`config.mk`:
```
export PLATFORM = sky130hd
export DESIGN_NAME = t1_reg_slave
export DESIGN_NICKNAME = d
export VERILOG_FILES = /design/src/rtl/t1_reg_slave.sv
export SDC_FILE = /design/constraint.sdc
export NUM_CORES = 1
export LEC_CHECK = 0
export ABC_AREA = 1
export CAP_MARGIN = 20
export CORE_MARGIN = 4
export CORE_UTILIZATION = 40
export DETAILED_ROUTE_END_ITERATION = 7
export RECOVER_POWER = 50
export SYNTH_ARGS = -nofsm -noshare
export SYNTH_HDL_FRONTEND = slang
export SYNTH_SLANG_ARGS = --single-unit
```
`constraint.sdc`:
```
create_clock -name clk -period 2.25 [get_ports clk]
set_input_delay 0.675 -clock clk [delete_from_list [all_inputs] [get_ports clk]]
set_output_delay 0.675 -clock clk [all_outputs]
set_load 0.01 [all_outputs]
```
`src/rtl/t1_reg_slave.sv`:
```
// ---------------------------------------------------------------------------
// t1_reg_slave
//
// Register slave for the 100BASE-T1 DUT side of the cmd register bus. It
// decodes cmd/cmd_addr, holds the control, status, interrupt and scratch
// registers, and returns read data one cycle after a READ. It also contains
// the local-receiver-status qualifier. The qualifier only changes
// loc_rcvr_status after rx_lock has stayed at its new level for a
// programmable number of clk cycles.
//
// Ports
//   clk             : single clock, all state on posedge
//   rstn            : asynchronous active-low reset
//   cmd[1:0]        : 00 IDLE, 01 READ, 10 WRITE, 11 ignored (IDLE)
//   cmd_addr[7:0]   : byte address of the register
//   cmd_data_m2s    : write data
//   cmd_data_s2m    : read data, registered, held until the next READ
//   loc_low_timer   : cycles rx_lock must stay low before status drops
//   loc_high_timer  : cycles rx_lock must stay high before status rises
//   rx_lock         : PCS receiver lock indication
//   loc_rcvr_status : qualified local receiver status
//   irq             : level interrupt, registered
//
// Bus handshake: there is no valid/ready pair. cmd != IDLE is an implicit
// valid, and the slave is always ready. A WRITE updates the target register
// on the edge that samples it. A READ loads cmd_data_s2m on the edge that
// samples it, so the data is visible during the following cycle. A command
// may be issued every cycle.
//
// The FSM state is visible as a debug field in STATUS[2:1].
// ---------------------------------------------------------------------------
module t1_reg_slave #(
  parameter int          CNT_W       = 32,
  parameter int          LOCK_CNT_W  = 16,
  parameter logic [31:0] SCRATCH_RST = 32'h0
) (
  input  logic             clk,
  input  logic             rstn,
  input  logic [1:0]       cmd,
  input  logic [7:0]       cmd_addr,
  input  logic [31:0]      cmd_data_m2s,
  output logic [31:0]      cmd_data_s2m,
  input  logic [CNT_W-1:0] loc_low_timer,
  input  logic [CNT_W-1:0] loc_high_timer,
  input  logic             rx_lock,
  output logic             loc_rcvr_status,
  output logic             irq
);

  typedef enum logic [1:0] {
    NOT_OK    = 2'd0,
    QUAL_OK   = 2'd1,
    OK        = 2'd2,
    QUAL_FAIL = 2'd3
  } state_e;

  localparam logic [7:0] ADDR_CTRL     = 8'h00;
  localparam logic [7:0] ADDR_STATUS   = 8'h04;
  localparam logic [7:0] ADDR_LOW_TMR  = 8'h08;
  localparam logic [7:0] ADDR_HIGH_TMR = 8'h0C;
  localparam logic [7:0] ADDR_IRQ_STAT = 8'h10;
  localparam logic [7:0] ADDR_LOCK_CNT = 8'h14;
  localparam logic [7:0] ADDR_SCRATCH  = 8'h18;

  localparam logic [CNT_W-1:0] CNT_ONE = CNT_W'(1);

  // State registers
  state_e                state_q, state_d;
  logic [CNT_W-1:0]      cnt_q, cnt_d;
  logic [CNT_W-1:0]      thr_q, thr_d;        // frozen threshold, never 0
  logic [CNT_W-1:0]      low_tmr_q, low_tmr_d;
  logic [CNT_W-1:0]      high_tmr_q, high_tmr_d;
  logic                  status_q, status_d;
  logic [1:0]            ctrl_q, ctrl_d;      // [0] en, [1] irq_en
  logic [1:0]            irq_stat_q, irq_stat_d;
  logic [LOCK_CNT_W-1:0] lock_cnt_q, lock_cnt_d;
  logic [31:0]           scratch_q, scratch_d;
  logic [31:0]           rdata_q, rdata_d;
  logic                  irq_q, irq_d;

  logic wr_en, rd_en, soft_rst, rise_evt, fall_evt;
  logic [1:0] w1c_mask;

  assign wr_en = (cmd == 2'b10);
  assign rd_en = (cmd == 2'b01);

  // soft_rst is never stored. It acts on the edge that samples the write,
  // so the CTRL register only ever holds en and irq_en.
  assign soft_rst = wr_en && (cmd_addr == ADDR_CTRL) && cmd_data_m2s[2];

  // Qualifier FSM, next-state logic
  always_comb begin
    state_d    = state_q;
    cnt_d      = cnt_q;
    thr_d      = thr_q;
    low_tmr_d  = low_tmr_q;
    high_tmr_d = high_tmr_q;
    status_d   = status_q;
    rise_evt   = 1'b0;
    fall_evt   = 1'b0;

    if (!ctrl_q[0] || soft_rst) begin
      // Forced drop: no event is raised, so no IRQ and no LOCK_CNT change.
      state_d  = NOT_OK;
      cnt_d    = '0;
      status_d = 1'b0;
    end else begin
      unique case (state_q)
        NOT_OK: begin
          if (rx_lock) begin
            state_d    = QUAL_OK;
            cnt_d      = '0;
            high_tmr_d = loc_high_timer;
            thr_d      = (loc_high_timer == '0) ? CNT_ONE : loc_high_timer;
          end
        end
        QUAL_OK: begin
          if (!rx_lock) begin
            state_d = NOT_OK;
          end else if (cnt_q == thr_q - CNT_ONE) begin
            state_d  = OK;
            status_d = 1'b1;
            rise_evt = 1'b1;
          end else begin
            cnt_d = cnt_q + CNT_ONE;
          end
        end
        OK: begin
          if (!rx_lock) begin
            state_d   = QUAL_FAIL;
            cnt_d     = '0;
            low_tmr_d = loc_low_timer;
            thr_d     = (loc_low_timer == '0) ? CNT_ONE : loc_low_timer;
          end
        end
        QUAL_FAIL: begin
          if (rx_lock) begin
            state_d = OK;
          end else if (cnt_q == thr_q - CNT_ONE) begin
            state_d  = NOT_OK;
            status_d = 1'b0;
            fall_evt = 1'b1;
          end else begin
            cnt_d = cnt_q + CNT_ONE;
          end
        end
        default: state_d = NOT_OK;
      endcase
    end
  end

  // Register file, next-state logic
  always_comb begin
    ctrl_d    = ctrl_q;
    scratch_d = scratch_q;
    w1c_mask  = 2'b00;
    rdata_d   = rdata_q;

    if (wr_en) begin
      unique case (cmd_addr)
        ADDR_CTRL:     ctrl_d    = cmd_data_m2s[1:0];
        ADDR_IRQ_STAT: w1c_mask  = cmd_data_m2s[1:0];
        ADDR_SCRATCH:  scratch_d = cmd_data_m2s;
        default:       ;
      endcase
    end

    // A new event takes priority over a W1C that hits the same bit.
    irq_stat_d = (irq_stat_q & ~w1c_mask) | {fall_evt, rise_evt};

    if ((rise_evt || fall_evt) && (lock_cnt_q != '1)) begin
      lock_cnt_d = lock_cnt_q + LOCK_CNT_W'(1);
    end else begin
      lock_cnt_d = lock_cnt_q;
    end

    if (rd_en) begin
      unique case (cmd_addr)
        ADDR_CTRL:     rdata_d = {30'd0, ctrl_q};
        ADDR_STATUS:   rdata_d = {29'd0, state_q, status_q};
        ADDR_LOW_TMR:  rdata_d = 32'(low_tmr_q);
        ADDR_HIGH_TMR: rdata_d = 32'(high_tmr_q);
        ADDR_IRQ_STAT: rdata_d = {30'd0, irq_stat_q};
        ADDR_LOCK_CNT: rdata_d = 32'(lock_cnt_q);
        ADDR_SCRATCH:  rdata_d = scratch_q;
        default:       rdata_d = 32'd0;
      endcase
    end

    irq_d = ctrl_q[1] & (|irq_stat_q);
  end

  always_ff @(posedge clk or negedge rstn) begin
    if (!rstn) begin
      state_q    <= NOT_OK;
      cnt_q      <= '0;
      thr_q      <= CNT_ONE;
      low_tmr_q  <= '0;
      high_tmr_q <= '0;
      status_q   <= 1'b0;
      ctrl_q     <= 2'b00;
      irq_stat_q <= 2'b00;
      lock_cnt_q <= '0;
      scratch_q  <= SCRATCH_RST;
      rdata_q    <= 32'd0;
      irq_q      <= 1'b0;
    end else begin
      state_q    <= state_d;
      cnt_q      <= cnt_d;
      thr_q      <= thr_d;
      low_tmr_q  <= low_tmr_d;
      high_tmr_q <= high_tmr_d;
      status_q   <= status_d;
      ctrl_q     <= ctrl_d;
      irq_stat_q <= irq_stat_d;
      lock_cnt_q <= lock_cnt_d;
      scratch_q  <= scratch_d;
      rdata_q    <= rdata_d;
      irq_q      <= irq_d;
    end
  end

  assign cmd_data_s2m    = rdata_q;
  assign loc_rcvr_status = status_q;
  assign irq             = irq_q;

endmodule
```
Yosys cells after proc, flatten, opt, wreduce, memory -nomap -nowiden
Cells that the tools add are included.
{"block": "totals", "regBits": 216, "inputBits": 109}
{"block": "classes", "n_addsub": 3, "eq_ne": 23, "n_mux": 36, "n_bitwise": 6, "n_reduce_logical": 21}
{"cell": "$mux W32", "count": 10}
{"cell": "$pmux W32 S7", "count": 1}
{"cell": "$pmux W32 S4", "count": 1}
{"cell": "$logic_not A32 Y1", "count": 2}
{"cell": "$pmux W32 S2", "count": 1}
{"cell": "$add A32 B1 Y32 const B", "count": 1}
{"cell": "$eq A32 B32 Y1", "count": 1}
{"cell": "$sub A32 B1 Y32 const B", "count": 1}
{"cell": "$eq A8 B5 Y1 const B", "count": 3}
{"cell": "$mux W2", "count": 9}
{"cell": "$ne A3 B3 Y1 const B", "count": 6}
{"cell": "$add A16 B1 Y16 const B", "count": 1}
{"cell": "$eq A8 B4 Y1 const B", "count": 2}
{"cell": "$ne A16 B16 Y1 const B", "count": 1}
{"cell": "$mux W1", "count": 12}
{"cell": "$reduce_and A4 Y1", "count": 3}
{"cell": "$eq A8 B3 Y1 const B", "count": 1}
{"cell": "$logic_not A8 Y1", "count": 1}
{"cell": "$ne A4 B4 Y1 const B", "count": 2}
{"cell": "$pmux W2 S4", "count": 1}
{"cell": "$eq A2 B2 Y1 const B", "count": 3}
{"cell": "$reduce_and A3 Y1", "count": 2}
{"cell": "$reduce_and A5 Y1", "count": 1}
{"cell": "$eq A2 B1 Y1 const B", "count": 2}
{"cell": "15 further kinds", "count": 21}

Logic depth before layout (Yosys ltp)
{"block": "depth", "depth_word": 8, "ltp_mapped": 20, "depth_no_buf": 19}

Worst setup path before layout
No wires, ideal clock.
{"block": "synth_path", "kind": "input to register", "start": "input cmd_addr[1]", "end": "register high_tmr_q[13]", "setup_time_ps": 125, "arrival_ps": 2386, "path_slack_ps": -260, "path_stages": 10, "path_cell_list": "or2_2 > nor3_1 > nand2_1 > nor2_2 > a21oi_4 > inv_2 > nor2_1 > nand2_1 > buf_4 > mux2_2"}
{"block": "synth_via", "elab_chain_cells": 6}
{"item": "start, declared", "line": "40", "rtl": "input logic [7:0] cmd_addr,"}
{"item": "$logic_not A8 Y1", "line": "89", "rtl": "assign soft_rst = wr_en && (cmd_addr == ADDR_CTRL) && cmd_data_m2s[2];"}
{"item": "$logic_and A1 B1 Y1 (2 in series)", "line": "89"}
{"item": "$logic_or A1 B1 Y1", "line": "102", "rtl": "if (!ctrl_q[0] || soft_rst) begin"}
{"item": "$not A1 Y1 (no line)"}
{"item": "$reduce_and A3 Y1 (no line)"}
{"item": "end signal, assigned", "line": "212", "rtl": "high_tmr_q <= high_tmr_d;"}
{"item": "end, declared", "line": "72", "rtl": "logic [CNT_W-1:0] high_tmr_q, high_tmr_d;"}
Every way passes these cells.
A chain may end at the register's enable or synchronous reset.

Worst setup path in the final report
{"block": "layout_path", "start": "register thr_q[1]", "end": "register cnt_q[19]"}
{"block": "layout_via", "elab_chain_cells": 6, "elab_cells_between_ends": 7, "classes_between": "add/sub: 1; eq/ne: 1; mux: 5"}
{"item": "start, declared", "line": "70", "rtl": "logic [CNT_W-1:0] thr_q, thr_d;"}
{"item": "start signal, assigned", "line": "210", "rtl": "thr_q <= thr_d;"}
{"item": "$sub A32 B1 Y32 (*)", "line": "120, 139"}
{"item": "$eq A32 B32 Y1 (*)", "line": "120, 139"}
{"item": "$mux W32 (*)"}
{"item": "$mux W32 (on tied branches)"}
{"item": "$pmux W32 S4 (*)"}
{"item": "$mux W32 (*)"}
{"item": "end signal, assigned", "line": "209", "rtl": "cnt_q <= cnt_d;"}
{"item": "end, declared", "line": "69", "rtl": "logic [CNT_W-1:0] cnt_q, cnt_d;"}
Every way passes the cells marked *; elsewhere a longest branch is shown, timed or not. The select of a mux whose other input is x is not followed.

==> key figures <==
Cells and area
  • Commonest non-fill, non-tap cell in the layout: nand2_1
  • Share of post-route cells with drive strength above 1: 25.3%
  • Area added between synthesis and finish: 45.3%
  • N_diodes: 0
  • Fin nets: 2084
  • Final core utilization: 59.4%
  • Non-filler cells, final: 2378
  • Commonest non-fill, non-tap cells in the layout: nand2_1, buf_4, dfrtp_1
  • Design Area, Final: 17700 um^2
  • Fillers: 2658

Routing
  • WL met1: 19400 um
  • DRT Pass-1 Iters: 5
  • Vias: 12091
  • Initial DRC Count: 859
  • DR top layer: met4
  • Antenna viol nets, final: 0
  • WL final: 42400 um
  • DRC viols: 0
  • Metal3 WL: 2610 um
  • Met2 routed WL: 19400 um
  • Wire per inst: 17.8 um
  • Via density: 5.08

Synth
  • Async set-reset flop share out of synthesis: 100%
  • Syn_nets: 1691
  • Mapped Cells: 1579
  • Synth Warn #: 0
  • Netlist Area Pre-Place: 12200 um^2
  • Post-Syn Area per Cell: 7.74 um^2
  • Synth unique cells: 47
  • Ys flop type: dfrtp_1
  • Post-synth EDFFs: 0
  • Sequential area share after synthesis: 44.3%
  • Seq cells post-synth: 216

Worst setup path
  • Critical path startpoint: thr_q[1]
  • CP peak stage delay: 390 ps
  • Critical path data arrival time: 2950 ps
  • CP delay by family, top: simple AND/OR/NAND/NOR gates
  • Worst setup path class: flop to flop
  • Reg2reg setup slack: -290 ps
  • Crit-path max FO: 22
  • Worst r2r dst: cnt_q[19]
  • Reg2reg start: thr_q[1]
  • Critical path endpoint category: flop
  • Buffer and inverter count on the worst path: 3
  • CP Data Required Time: 2660 ps
  • CP max-delay cell: dfrtp_1
  • Reg2Reg Depth: 16
  • CP startpoint kind: flop
  • Worst-path cell chain: inv_2 -> ha_4 -> nand3_4 -> nor2_8 -> buf_6 -> nand3b_1 -> nand2_2 -> nand2_1 -> nand3b_1 -> nor2_4 -> nand3_4 -> nand2_8 -> nand2_8 -> buf_12 -> nand2_1 -> o21ai_1

CTS
  • Clk slew on worst S/H paths: 60 ps
  • CTS max path bufs: 3
  • CTS tree: built
  • H-tree depth: 1
  • Num CTS Buffers: 26
  • Worst-Skew Late Latency: 550 ps
  • Clk sinks: 216
  • CTS Root Cell: clkbuf_16

Floorplan
  • DIE WIDTH: 183 um
  • Die height: 183 um
  • IO Pins: 143
  • Core box area: 29900 um^2
  • Die area: 33400 um^2
  • Row cnt: 63
  • Initial Util: 40.9%

Status
  • Failing checks: max-capacitance violations, max-slew violations, negative setup slack
  • Outcome: complete, but fails checks

Timing
  • Final setup violation count: 67
  • Slew margin rel.: -5.16%
  • Final WS setup: -290 ps
  • Count of pins over their slew limit: 19
  • Fmax: 0.394 GHz
  • Final Hold Vio Count: 0
  • Period utilization: 113%
  • Worst Tran Pin Value: 1580 ps
  • RSZ-0062 raised after global routing: yes
  • Fin crit period: 2540 ps
  • Clk_skew: 24.2 ps

Placed design
  • I/O Buffers: 142
  • Global placer's final weighted congestion: 0.940
  • Pre-CTS WS: -664 ps
  • Hpwl dp: 32000 um
  • Placed Instances: 2305
  • Placed cell area: 16000 um^2

Pwr
  • Seq pwr share: 33.5%
  • Power density cells: 935 nW/um^2
  • Clock Power Share: 25.1%
  • Int Power: 10400 uW
  • Max VDD drop: 0.768 mV
  • Lkg Pwr: 0.00854 uW
  • Combinational power share: 41.4%
  • P_sw: 6210 uW
  • Total Power: 16600 uW
  • Sw Share: 37.4%

Hold path
  • Hold Path Class: flop to flop
  • Worst hold endpoint: lock_cnt_q[9]
  • Min-delay src: lock_cnt_q[9]
  • Worst hold stages: 1

Job
  • Max-cap viol count: 1

Global route
  • Global-route wire length before repair: 64500 um
  • Largest net degree at the start of global routing: 86
  • Vias in the first global route: 11945
  • Total gr overflow: 0
  • GR Util All Layers: 24.1%
  • Initial antenna violation count: 0
## how the worst max path moves through the flow
stage,slack [ps],cells after the start,to
2_1_floorplan,-90,10,high_tmr_q[13]
3_3_place_gp,-660,10,scratch_q[21]
3_5_place_dp,-660,10,scratch_q[23]
4_1_cts,-250,16,lock_cnt_q[14]
5_1_grt,-420,16,cnt_q[14]
6_report,-290,16,cnt_q[19]
## final cells by class
type                            count  area (um^2)  share of cell area [%]
Clock buffer                       38          736                    4.14
Clock inverter                      6          105                   0.592
Inverter                          165          642                    3.62
Multi-Input combinational cell   1144         6480                    36.5
Sequential cell                   216         5410                    30.5
Tap cell                          390          488                    2.75
Timing Repair Buffer              417         3860                    21.8
Timing Repair inverter              2         27.5                   0.155
## stage by stage
| step | hold WS, ps | TNS [ps] |
|---|---|---|
| 2_1_floorplan | 379 | -4540 |
| 3_3_place_gp | 455 | -114010 |
| 5_1_grt | 489 | -53630 |
| 6_report | 471 | -12190 |
| 4_1_cts | 473 | -9970 |
| 3_5_place_dp | 462 | -117790 |
## sequential cells by signal, summed over array words and instances, names as in the netlist
register	count
thr_q	32
cnt_q	32
lock_cnt_q	16
irq	1
loc_rcvr_status	1
cmd_data_s2m	32
high_tmr_q	32
scratch_q	32
low_tmr_q	32
ctrl_q	2
state_q	2
irq_stat_q	2
## timing repair
action                                 CTS  global route
setup buffers                            6            15
setup endpoints to repair              124           178
hold buffers                             1             0
gates cloned                             1             8
endpoints found under the hold margin   18             0
pin swaps                               17            37
gates resized for setup                 61           104
## synthesized netlist by cell type, drive strengths merged, types with 4 or more instances
master,instances,area [um^2]
xnor2,18,158
nor3,42,220
clkbuf,35,131
a32o,15,150
mux2,51,574
nor2,152,666
nand4,23,144
nor4,27,169
nand3,47,270
inv,163,612
xor2,45,394
o21ai,150,751
a221oi,10,87.6
a21oi,30,161
nand2,493,1880
dfrtp,215,5380
o22ai,7,43.8
buf,20,121
o2111ai,4,35.0
nand3b,9,67.6
## power by group through the flow
stage	combinational [uW]	clock, uW	sequential (uW)
after CTS	6420	4230	5510
final	6880	4160	5560
after floorplan	3610	0	5360
after detailed placement	6100	0	5540
after global placement	5980	0	5540
after global routing	7610	4390	5670
## layer usage
metal  up-vias  global-route usage, %
met5         -                      0
met4         0                   5.13
met3        58                   3.43
met2       364                   38.7
met1      5729                   35.0
li1       5940                      -
## kinds of logic after synthesis
kind of cell,Yosys count,synth area share (%)
AND/OR/NAND/NOR,799,28.3
adder cells (fa/ha/maj),3,0.307
multiplexers,51,4.70
buffers and inverters,220,7.14
flip-flops,216,44.3
AO/OA/AOI/OAI,227,10.8
XOR/XNOR,63,4.52
Power figures use the tool's default switching activity.
